## src/rtl/pixel_shuffle_stream.sv

```systemverilog
`timescale 1ns/1ps
// Depth-to-space stage: buffers one channel-major conv frame, then drains it
// upsampled by R in raster order through a registered-read frame buffer.
module pixel_shuffle_stream #(
  parameter int OUT_CHANNELS = 1,
  parameter int IN_HEIGHT    = 2,
  parameter int IN_WIDTH     = 2,
  parameter int R            = 2,
  parameter int DATA_WIDTH   = 16
) (
  input  logic                  clk,
  input  logic                  rst,
  input  logic                  s_valid,
  output logic                  s_ready,
  input  logic [DATA_WIDTH-1:0] s_data,
  input  logic                  s_last,
  output logic                  m_valid,
  input  logic                  m_ready,
  output logic [DATA_WIDTH-1:0] m_data,
  output logic                  m_last,
  output logic                  frame_done,
  output logic                  err
);

  localparam int CONV_CH = OUT_CHANNELS * R * R;
  localparam int N       = CONV_CH * IN_HEIGHT * IN_WIDTH;
  localparam int AW      = (N > 1) ? $clog2(N) : 1;
  localparam int CW      = (OUT_CHANNELS > 1) ? $clog2(OUT_CHANNELS) : 1;
  localparam int YOW     = (IN_HEIGHT > 1) ? $clog2(IN_HEIGHT) : 1;
  localparam int XOW     = (IN_WIDTH > 1) ? $clog2(IN_WIDTH) : 1;
  localparam int RW      = (R > 1) ? $clog2(R) : 1;

  typedef enum logic {LOAD = 1'b0, DRAIN = 1'b1} state_t;

  state_t          state_q, state_d;
  logic [AW-1:0]   wr_cnt_q, wr_cnt_d;
  // Output y = yo*R + yi and x = xo*R + xi, kept split so no division is needed.
  logic [CW-1:0]   c_q, c_d;
  logic [YOW-1:0]  yo_q, yo_d;
  logic [RW-1:0]   yi_q, yi_d;
  logic [XOW-1:0]  xo_q, xo_d;
  logic [RW-1:0]   xi_q, xi_d;
  logic            err_q, err_d;

  logic [DATA_WIDTH-1:0] mem [N];
  logic [DATA_WIDTH-1:0] rd_data_q;
  logic [AW-1:0]         rd_addr;
  logic                  wr_en;
  logic                  s_fire, m_fire;
  logic                  last_beat, at_last;
  logic                  xi_max, xo_max, yi_max, yo_max, c_max;

  always_comb begin
    state_d  = state_q;
    wr_cnt_d = wr_cnt_q;
    c_d      = c_q;
    yo_d     = yo_q;
    yi_d     = yi_q;
    xo_d     = xo_q;
    xi_d     = xi_q;
    err_d    = err_q;

    xi_max    = (xi_q == RW'(R - 1));
    xo_max    = (xo_q == XOW'(IN_WIDTH - 1));
    yi_max    = (yi_q == RW'(R - 1));
    yo_max    = (yo_q == YOW'(IN_HEIGHT - 1));
    c_max     = (c_q == CW'(OUT_CHANNELS - 1));
    at_last   = xi_max && xo_max && yi_max && yo_max && c_max;
    last_beat = (wr_cnt_q == AW'(N - 1));

    s_ready    = (state_q == LOAD);
    m_valid    = (state_q == DRAIN);
    m_last     = m_valid && at_last;
    s_fire     = s_valid && s_ready;
    m_fire     = m_valid && m_ready;
    frame_done = m_fire && at_last;
    wr_en      = s_fire;

    if (state_q == LOAD) begin
      if (s_fire) begin
        if (s_last != last_beat) err_d = 1'b1;
        if (last_beat) begin
          wr_cnt_d = '0;
          state_d  = DRAIN;
        end else begin
          wr_cnt_d = wr_cnt_q + AW'(1);
        end
      end
    end else if (m_fire) begin
      if (at_last) begin
        c_d     = '0;
        yo_d    = '0;
        yi_d    = '0;
        xo_d    = '0;
        xi_d    = '0;
        state_d = LOAD;
      end else if (!xi_max) begin
        xi_d = xi_q + RW'(1);
      end else begin
        xi_d = '0;
        if (!xo_max) begin
          xo_d = xo_q + XOW'(1);
        end else begin
          xo_d = '0;
          if (!yi_max) begin
            yi_d = yi_q + RW'(1);
          end else begin
            yi_d = '0;
            if (!yo_max) begin
              yo_d = yo_q + YOW'(1);
            end else begin
              yo_d = '0;
              c_d  = c_q + CW'(1);
            end
          end
        end
      end
    end

    // Read one cycle ahead at the next counter values so m_data is ready with no bubble.
    rd_addr = AW'(((int'(c_d) * R * R + int'(yi_d) * R + int'(xi_d)) * IN_HEIGHT
                   + int'(yo_d)) * IN_WIDTH + int'(xo_d));
  end

  always_ff @(posedge clk) begin
    if (wr_en) mem[wr_cnt_q] <= s_data;
    // Forward a same-cycle write so a frame of one word still reads correctly.
    if (wr_en && (wr_cnt_q == rd_addr)) rd_data_q <= s_data;
    else                                rd_data_q <= mem[rd_addr];
  end

  always_ff @(posedge clk) begin
    if (rst) begin
      state_q  <= LOAD;
      wr_cnt_q <= '0;
      c_q      <= '0;
      yo_q     <= '0;
      yi_q     <= '0;
      xo_q     <= '0;
      xi_q     <= '0;
      err_q    <= 1'b0;
    end else begin
      state_q  <= state_d;
      wr_cnt_q <= wr_cnt_d;
      c_q      <= c_d;
      yo_q     <= yo_d;
      yi_q     <= yi_d;
      xo_q     <= xo_d;
      xi_q     <= xi_d;
      err_q    <= err_d;
    end
  end

  assign m_data = rd_data_q;
  assign err    = err_q;

endmodule

```

## config.mk

```make
export PLATFORM = sky130hd
export DESIGN_NAME = pixel_shuffle_stream
export DESIGN_NICKNAME = d
export VERILOG_FILES = /design/src/rtl/pixel_shuffle_stream.sv
export SDC_FILE = /design/constraint.sdc
export NUM_CORES = 1
export LEC_CHECK = 0
export BUFFER_PORTS_ARGS = -buffer_cell sky130_fd_sc_hd__buf_4
export CORE_ASPECT_RATIO = 1.4
export CORE_UTILIZATION = 40
export CTS_CLUSTER_DIAMETER = 100
export DETAILED_ROUTE_END_ITERATION = 6
export PLACE_DENSITY = 0.55
export SETUP_SLACK_MARGIN = 0.5
export SLEW_MARGIN = 25
export SYNTH_ARGS = -nofsm -noshare
export SYNTH_HDL_FRONTEND = slang
export SYNTH_SLANG_ARGS = --single-unit
```

## constraint.sdc

```tcl
create_clock -name clk -period 2.82 [get_ports clk]
set_clock_uncertainty 0.15 [all_clocks]
set_input_delay 0.282 -clock clk [delete_from_list [all_inputs] [get_ports clk]]
set_output_delay 0.282 -clock clk [all_outputs]
set_load 0.02 [all_outputs]
```

# Word level (Yosys, flattened, before mapping)
# Memory sizes are Yosys's and may differ from the RTL's. A register that Yosys moved wholly into a read port is not among the register bits.
# Index checks and enable logic that the tools add are counted.
# word_totals
out_inout_bits	21
wordCells	70
ramBits	256
reg_bits	11
n_memories	1
# op_classes
n_eq_ne	2
reduce_logical	10
addsub	10
bitwise	2
n_mux	37
# memory_table
name	depth	width	read_ports	rd_clocked_by_memory_dff	wr	line	text
mem	16	16	1	1	1	45	logic [DATA_WIDTH-1:0] mem [N];
# ops
cell	n
1-bit two-way mux	36
1-bit logical AND	8
1-bit adder, second input constant	5
4-bit by 1-bit adder with 4-bit output	1
4-bit by 1-bit adder with 4-bit output, second input constant	1
4-bit equality test, second input constant	1
4-bit two-way mux	1
3-bit by 1-bit adder with 3-bit output	1
3-bit AND reduction	1
1-bit by 2-bit adder with 2-bit output, first input constant	1
2-bit by 1-bit adder with 2-bit output	1
1-bit NOT	2
2-bit AND reduction	1
1-bit != test	1

# Logic depth before layout (Yosys ltp)
# Gate-level depths: netlist of run 1.
# logic_depth
depth_word	11
ltp_mapped	5

# Least setup slack after synthesis of run 1
# Ideal clock, no wire load.
# synth_timing
path_kind	register to register
startpoint	reg state_q (netlist: m_valid)
endpoint	mem mem[3][0] (enable)
n_path_buf	1
setup_slack_ps	121
setup_ps	409
required_time_ps	2261
stages_incl_launch_ff	5
synth_period_minus_slack_ps	2699
t_arrival_ps	2140
path_cell_list	dfxtp_1 nor2b_1 clkbuf_1 nand2_1 nor3_1
# synth_via
elab_chain_cells	4
# synth_rtl
item	line	text
start, declared	35	state_t state_q, state_d;
start signal, assigned	143	state_q <= state_d;
1-bit NOT (no line)	n/a	
1-bit logical AND	74	s_fire = s_valid && s_ready;
1-bit two-way mux	126	if (wr_en) mem[wr_cnt_q] <= s_data;
1-bit two-way mux (implied by the code)	126	
end, declared	45	
# Every way passes these cells.

==> flow_summary.json, run 1 <==
{
  "syn_area_um2": 10400,
  "clock_path_buffers": 3,
  "reg2reg_from": "wr_cnt_q[0]",
  "grt_max_degree": 65,
  "routed_wl_um": 23200,
  "crit_cells": 7,
  "cts_tree": "yes",
  "r2r_cells": 5,
  "cp_cell_sequence": "buf_12 > buf_8 > buf_16 > mux4_2 > a22oi_2 > nand2_1 > buf_6",
  "die-area_um2": 26500,
  "ant_nets": 0,
  "htreeDepth": 1,
  "rsz0062_at_grt": "true",
  "grt_pass1_vias": 5421,
  "cts-root-buf": "clkbuf_16",
  "cp_slowest_cell": "mux4_2",
  "cts_buffers": 25,
  "holdWs_ns": 0.0264,
  "required_ns": 2.39,
  "vias": 5109,
  "viasPerCell": 5.45,
  "post-dp-hpwl_um": 13200,
  "layout-drive-gt1-share_pct": 36.7,
  "antennaDiodeCount": 0,
  "grt_pass1_wl_um": 34100,
  "grt_use_total_pct": 18.3,
  "die_w_um": 138,
  "syn_inst": 491,
  "antenna_found_initial": 0,
  "start_kind": "register",
  "pre_cts_slack_ns": 0.490,
  "rows": 69,
  "io-pin-count": 42,
  "post_drt_wl_per_cell_um": 24.8,
  "dr.pass1.iters": 4,
  "period_needed_ns": 2.69,
  "drv_cap": 0,
  "status": "complete, no violations",
  "worst_pin_slew_ns": 0.604,
  "fin_nets": 625,
  "endpoint": "m_data[6]",
  "area_growth_pct": 23.3,
  "holdPathStages": 3,
  "p_total_mw": 8.02,
  "setup_viol": 0,
  "reg2reg_slack_ns": 0.69,
  "cp_top_family": "buffers and inverters",
  "setup_ws_ns": 0.133,
  "synth.distinct_cells": 28,
  "clkLatencyLatePin_ns": 0.52,
  "irDropWorstVdd_mv": 0.479,
  "ys_seq_area_share_pct": 77.2,
  "p_per_area_nw_per_um2": 628,
  "finalMaxSlewViolations": 0,
  "cpPeakStageDelay_ns": 0.52,
  "synth_warnings": 0,
  "arrival_ns": 2.25,
  "clkSinkCount": 271,
  "synth_nets": 517,
  "drc": 0,
  "clk_pin_slew_ns": 0.07,
  "worstSetupEndpointType": "output pin",
  "slew_headroom_pct": 59.6,
  "fin_util_pct": 50.3,
  "synth.avg_cell_area_um2": 21.1,
  "critical_path_class": "register to output pin",
  "die_h_um": 192,
  "initial_utilization_pct": 40.8,
  "p_leak_nw": 4.06,
  "period_share_pct": 95.3,
  "fmax_ghz": 0.372,
  "critPathMaxFanout": 6,
  "path_buf_inv": 4,
  "tns_ns": 0,
  "hp-class": "input port to register",
  "core_um2": 25400,
  "drtIter0Drc": 399,
  "synth-seq-cells": 271,
  "gp_congestion": 0.704,
  "hold_viol_final": 0,
  "gr-total-overflow": 0,
  "port-buffer-count": 41,
  "rr_endpoint": "mem[0][3]"
}
where the power goes:
| group | total, mW | internal, mW | switching [mW] | leakage, nW |
|---|---|---|---|---|
| sequential | 4.45 | 4.44 | 0.0111 | 2.44 |
| combinational | 0.254 | 0.108 | 0.146 | 1.24 |
| clock | 3.32 | 1.91 | 1.41 | 0.386 |
layer usage:
layer	share of wire, %	track usage (%)	up-vias
met1	39	23.3	2688
met4	1.6	4.18	0
met2	54	32.9	134
met3	5.1	2.47	30
li1	-	-	2257
met5	0	0	-
cell families (layout without fill, tap and decap cells):
kind of cell | count (synthesis) | in the layout | share of synthesized area [%]
DFF | 271 | 271 | 77.2
and+or+nand+nor | 73 | 73 | 3.24
muxes | 64 | 64 | 14.3
AOI/OAI and AO/OA | 44 | 44 | 2.92
buffers and inverters | 31 | 158 | 1.53
adders and majority gates | 5 | 5 | 0.604
xor gates and xnor gates | 3 | 3 | 0.254
tightest hold or removal path, stage by stage:
cell and delay (ns):
buf_4 0.12, nand2_1 0.11, a21o_1 0.15
synth_stat cells (all sizes together):
master / number / area [um2]
buf: 8 / 72.6
nand4b: 1 / 8.76
and2: 1 / 6.26
nand3: 4 / 20.0
or4: 2 / 15.0
nor2b: 5 / 31.3
edfxtp: 256 / 7690
clkbuf: 17 / 63.8
mux4: 64 / 1480
nand4: 2 / 12.5
nand2: 28 / 105
a21oi: 8 / 40.0
a21o: 1 / 7.51
xnor2: 2 / 17.5
dfxtp: 15 / 300
ha: 5 / 62.6
nand2b: 3 / 18.8
xor2: 1 / 8.76
o21ai: 3 / 15.0
a22oi: 32 / 240
or3: 1 / 6.26
nor3: 6 / 30.0
nor2: 19 / 71.3
inv: 6 / 22.5
and4b: 1 / 10.0
placed cells by master, fill, tap and decap left out, types with 7 or more instances in the layout:
master and count:
a21oi_1 8, a22oi_1 9, a22oi_2 23, buf_12 10, buf_16 7, buf_4 58, buf_6 11, clkbuf_16 26
dfxtp_1 13, dlygate4sd3_1 18, edfxtp_1 256, mux4_2 61, nand2_1 27, nor2_1 8, nor2_2 10
final cells by class:
type                            count  area (um2)
Inverter                            6        22.5
Timing Repair Buffer              106        1170
Sequential cell                   271        7990
Multi-Input combinational cell    189        2380
Tap cell                          319         399
Clock buffer                       31         648
Fill cell                        2084       12600
Clock inverter                     15         153
state kept, by name, indices dropped and copies added, names as in the netlist, named ones only:
| register | count |
|---|---|
| wr_cnt_q | 4 |
| err | 1 |
| xo_max | 1 |
| c_q | 1 |
| yi_max | 1 |
| m_valid | 1 |
| xi_max | 1 |
| mem | 256 |
| yo_max | 1 |
metrics by stage:
| step | std cells | cell area (um2) |
|---|---|---|
| detailed placement | 859 | 11400 |
| global route | 937 | 12800 |
| global placement | 859 | 11400 |
| floorplan | 491 | 10400 |
| finish | 937 | 12800 |
| CTS | 936 | 12700 |
worst min path at each step:
stage / from / end / slack [ns]
global route: m_ready / m_valid / 0.05
finish: m_ready / register / 0.03
global placement: err / err / 0.31
detailed placement: err / err / 0.31
floorplan: rst / xi_max / 0.20
CTS: m_ready / register / 0.007
repair_timing:
| item | in CTS | in global routing |
|---|---|---|
| hold buffers | 18 | 0 |
| endpoints found under the hold margin | 267 | 0 |
| setup buffers | 8 | 0 |
| endpoints found under the setup margin | 16 | 23 |
| gates resized for setup | 41 | 12 |
| pin swaps | 18 | 7 |
| gates cloned | 5 | 1 |
(Power assumes the default switching activity.)
==> run 2: changes to the inputs <==
CORE_MARGIN = 2   (was unset)
==> run 2 against run 1 <==
  * Critical endpoint is now m_data[14]
  * Flip-flop and latch count unchanged
  * Critical path type unchanged
  * Cell area increased by 1.3%
  * Setup slack improved by 0.048 ns
  * Combinational power about the same
==> flow_summary.json, run 2 (synthesized netlist as in run 1, its figures left out) <==
{
  "die_w_um": 140,
  "htreeDepth": 1,
  "rr_endpoint": "mem[1][10]",
  "cpMostUsedCell": "buf_6",
  "cts_tree": "yes",
  "critPathMaxFanout": 6,
  "required_ns": 2.39,
  "fin_nets": 629,
  "finalMaxSlewViolations": 0,
  "die-area_um2": 27200,
  "io-pin-count": 42,
  "dr.pass1.iters": 4,
  "critical_path_class": "register to output pin",
  "die_h_um": 194,
  "reg_top3": "mem: 256 flops, wr_cnt_q: 4 flops",
  "antennaDiodeCount": 0,
  "vias": 5123,
  "worst_pin_slew_ns": 0.566,
  "clk_pin_slew_ns": 0.06,
  "start_kind": "register",
  "port-buffer-count": 41,
  "tns_ns": 0,
  "gr-total-overflow": 0,
  "reg2reg_slack_ns": 0.62,
  "cp_slowest_cell": "mux4_2",
  "initial_utilization_pct": 40.8,
  "cts-root-buf": "clkbuf_16",
  "gp_congestion": 0.723,
  "r2r_cells": 4,
  "cp_top_family": "buffers and inverters",
  "status": "complete, no violations",
  "grt_pass1_vias": 5467,
  "viasPerCell": 5.44,
  "largest_reg_flops": 256,
  "antenna_found_initial": 0,
  "instances_no_fill": 942,
  "slew_headroom_pct": 62.1,
  "holdPathStages": 3,
  "drv_cap": 0,
  "crit_cells": 7,
  "max_flop_register": "mem",
  "p_total_mw": 8.47,
  "clock_path_buffers": 3,
  "dp_cells": 860,
  "cpPeakStageDelay_ns": 0.50,
  "setup_viol": 0,
  "rows": 69,
  "rsz0062_at_grt": "true",
  "p_per_area_nw_per_um2": 655,
  "layout-drive-gt1-share_pct": 39.3,
  "drtIter0Drc": 352,
  "multi_input_area_um2": 2410,
  "endpoint": "m_data[14]",
  "worstSetupEndpointType": "output pin",
  "holdWs_ns": 0.0177,
  "ant_nets": 0,
  "arrival_ns": 2.21,
  "core_um2": 25400,
  "path_buf_inv": 4,
  "post-dp-hpwl_um": 13200,
  "drc": 0,
  "clkSinkCount": 271,
  "cp_cell_sequence": "buf_6 > buf_8 > buf_16 > mux4_2 > a22oi_2 > nand2_1 > buf_6",
  "final_common_cell": "edfxtp_1",
  "hold_viol_final": 0,
  "fmax_ghz": 0.379,
  "area_growth_pct": 24.9,
  "fillCellCount": 2050,
  "register_area_um2": 7990,
  "layout_common_cells": "256 x edfxtp_1, 63 x mux4_2, 59 x buf_4",
  "grt_use_total_pct": 16.5,
  "grt_max_degree": 34,
  "cts_buffers": 27,
  "p_leak_nw": 4.14,
  "hp-class": "input port to register",
  "irDropWorstVdd_mv": 0.434,
  "routed_wl_um": 22100,
  "post_drt_wl_per_cell_um": 23.5,
  "period_needed_ns": 2.64,
  "clkLatencyLatePin_ns": 0.52,
  "period_share_pct": 93.6,
  "reg2reg_from": "m_valid",
  "fin_util_pct": 50.9,
  "grt_pass1_wl_um": 33700
}
[run 2: where the power goes]
group	internal [mW]	switching (mW)	leakage [nW]
sequential	4.44	0.0110	2.44
clock	2.30	1.46	0.456
combinational	0.109	0.146	1.24
total	6.85	1.62	4.14
[run 2: how the worst min path moves through the flow]
stage                       start        to
final                     m_ready  register
after floorplan               rst    xi_max
after global placement        err       err
after CTS                 m_ready  register
after detailed placement      err       err
after global routing      m_ready  register
[run 2: stage by stage]
step                      area (um2)  setup WS (ns)
after CTS                      12800          0.138
final                          12900          0.182
after global placement         11300          0.472
after global routing           12900         0.0981
after floorplan                10400          0.546
after detailed placement       11300          0.476
[run 2: final cells by class]
class                   instances  share of cell area, %
flip-flops and latches        271                   61.8
clock buffers                  29                   5.28
repair buffers                108                   8.99
multi-input cells             189                   18.6
inverters                       6                  0.174
clock inverters                20                   2.00
well taps                     319                   3.09
[run 2: layer usage]
metal | vias up | global-route usage, % | share of wire, %
li1 | 2259 | - | -
met1 | 2723 | 21.1 | 40
met2 | 110 | 30.4 | 54
met3 | 31 | 2.02 | 4.0
met4 | 0 | 3.37 | 2.1
met5 | - | 0 | 0
[run 2: repair_timing]
action,in CTS,in global routing
setup buffers,9,0
endpoints found under the setup margin,16,38
hold buffers,19,0
hold endpoints to repair,267,0
gates cloned,3,2
pin swaps,5,20
resized for setup,39,34
[run 2: worst reg2reg max path, cell delays in order (launching register included)]
cell and delay, ns:
dfxtp_1 0.37, nor2b_1 0.32, nand2_1 0.29, nor3_4 0.51, buf_12 0.23
==> run 3: changes to the inputs <==
CAP_MARGIN = 0   (was unset)
CORE_UTILIZATION = 60   (was 40)
PLACE_DENSITY = 0.77   (was 0.55)
TNS_END_PERCENT = 1   (was unset)
==> run 3 against run 2 <==
  * Clock-buffer cell count did not move
  * Flip-flop and latch count unchanged
  * Cell area down 3.1%
  * Via count up 3.6%
  * Critical path depth shrank 1
  * Sequential power barely moved
  * Combinational power is 3% lower
==> flow_summary.json, run 3 (synthesized netlist as in run 1, its figures left out) <==
{
  "status": "complete, no violations",
  "layout-drive-gt1-share_pct": 36.0,
  "endpoint": "m_data[13]",
  "p_clk_share_pct": 43.0,
  "cts-root-buf": "clkbuf_16",
  "p_per_area_nw_per_um2": 658,
  "cts_buffers": 24,
  "cp_slowest_cell": "mux4_2",
  "critical_path_class": "register to output pin",
  "die_w_um": 115,
  "grt_pass1_wl_um": 34800,
  "hold_viol_final": 0,
  "rr_endpoint": "mem[0][8]",
  "p_switching_mw": 1.54,
  "gr-total-overflow": 0,
  "cts_tree": "yes",
  "combPwrFrac_pct": 3.0,
  "pre_cts_slack_ns": 0.613,
  "htreeDepth": 1,
  "gp_congestion": 0.746,
  "start_kind": "register",
  "reg2reg_slack_ns": 0.62,
  "fmax_ghz": 0.373,
  "period_share_pct": 95.0,
  "p_total_mw": 8.25,
  "grt_use_total_pct": 26.4,
  "fin_nets": 625,
  "die-area_um2": 18300,
  "clkSinkCount": 271,
  "swShare_pct": 18.7,
  "irDropWorstVdd_mv": 0.554,
  "cp_cell_sequence": "buf_12 > buf_12 > mux4_2 > a22oi_2 > nand2_1 > buf_4",
  "reg2reg_from": "m_valid",
  "antennaDiodeCount": 0,
  "drv_cap": 0,
  "port-buffer-count": 41,
  "required_ns": 2.39,
  "period_needed_ns": 2.68,
  "worst_pin_slew_ns": 0.609,
  "power_report.internal_total_mw": 6.71,
  "setup_viol": 0,
  "holdPathStages": 3,
  "max_flop_register": "mem",
  "r2r_cells": 4,
  "fin_util_pct": 74.5,
  "io-pin-count": 42,
  "layout_common_cells": "256 x edfxtp_1, 69 x buf_4, 61 x mux4_2",
  "ant_nets": 0,
  "finalMaxSlewViolations": 0,
  "cpMostUsedCell": "buf_12",
  "fillCellCount": 917,
  "largest_reg_flops": 256,
  "grt_pass1_vias": 5555,
  "post_drt_wl_per_cell_um": 28.5,
  "area_growth_pct": 21.1,
  "clk_pin_slew_ns": 0.06,
  "drtIter0Drc": 580,
  "hp-class": "input port to register",
  "vias": 5305,
  "clock_path_buffers": 3,
  "power_frac_seq_pct": 53.9,
  "viasPerCell": 6.47,
  "tns_ns": 0,
  "reg_top3": "mem: 256 flops, wr_cnt_q: 4 flops",
  "initial_utilization_pct": 61.6,
  "die_h_um": 159,
  "arrival_ns": 2.25,
  "routed_wl_um": 23400,
  "worstSetupEndpointType": "output pin",
  "critPathMaxFanout": 8,
  "rows": 56,
  "cpPeakStageDelay_ns": 0.53,
  "rsz0062_at_grt": "true",
  "slew_headroom_pct": 59.3,
  "dr.pass1.iters": 5,
  "grt_max_degree": 65,
  "p_leak_nw": 4.09,
  "drc": 0,
  "setup_ws_ns": 0.141,
  "core_um2": 16800,
  "clkLatencyLatePin_ns": 0.51,
  "final_common_cell": "edfxtp_1",
  "post-dp-hpwl_um": 11900,
  "antenna_found_initial": 0
}
==> run 3: cell types whose count changed in the layout (fill, tap and decap cells not counted), moves of 6 or more <==
cell and change:
buf_6 -6, buf_4 +10, a22oi_1 +9, a22oi_2 -9
==> run 3: per-stage QoR <==
stage	hold WS [ns]	instances	cell area, um2
finish	0.0388	820	12500
global route	0.0813	820	12500
CTS	0.0325	820	12500
detailed placement	0.323	741	11100
global placement	0.319	741	11100
floorplan	0.204	491	10400
==> run 3: how the worst min path moves through the flow <==
stage | slack (ns) | from | to
2_1_floorplan | 0.20 | rst | xi_max
3_3_place_gp | 0.32 | err | err
3_5_place_dp | 0.32 | err | err
4_1_cts | 0.03 | m_ready | register
5_1_grt | 0.08 | m_ready | register
6_report | 0.04 | m_ready | register
==> run 3: per-layer routing <==
| metal | track usage, % | vias to the layer above | part of all wire (%) |
|---|---|---|---|
| met3 | 4.07 | 54 | 7.1 |
| met5 | 0 | - | 0 |
| met4 | 7.94 | 0 | 2.8 |
| met2 | 45.7 | 254 | 54 |
| met1 | 34.8 | 2749 | 36 |
| li1 | - | 2248 | - |
==> run 3: repair_timing <==
action,4_1_cts,5_1_grt
hold buffers,18,0
setup endpoints to repair,16,60
pin swaps,10,1
endpoints found under the hold margin,267,0
cloned,6,0
gates resized for setup,35,3
setup buffers,11,0
==> run 3: power groups by stage <==
stage | sequential, mW | clock [mW] | combinational (mW)
after global routing | 4.45 | 3.72 | 0.266
after detailed placement | 4.54 | 0 | 0.214
after CTS | 4.45 | 3.56 | 0.246
final | 4.45 | 3.55 | 0.248
after floorplan | 4.53 | 0 | 0.0851
after global placement | 4.53 | 0 | 0.205
==> run 3: area by class of cell <==
class | instances | area [um2] | area share (%)
Sequential cell | 271 | 7990 | 63.8
Clock buffer | 29 | 641 | 5.11
Clock inverter | 15 | 224 | 1.79
Timing Repair Buffer | 107 | 1080 | 8.64
Tap cell | 203 | 254 | 2.03
Inverter | 6 | 22.5 | 0.180
Multi-Input combinational cell | 189 | 2320 | 18.5
==> run 3: worst max-delay path, delay by kind of cell (launching register included) <==
family | cells | cell delay, ns
flip-flops | 1 | 0.45
AO/OA/AOI/OAI | 1 | 0.22
multiplexers | 1 | 0.53
buffers and inverters | 3 | 0.44
AND/OR/NAND/NOR | 1 | 0.10
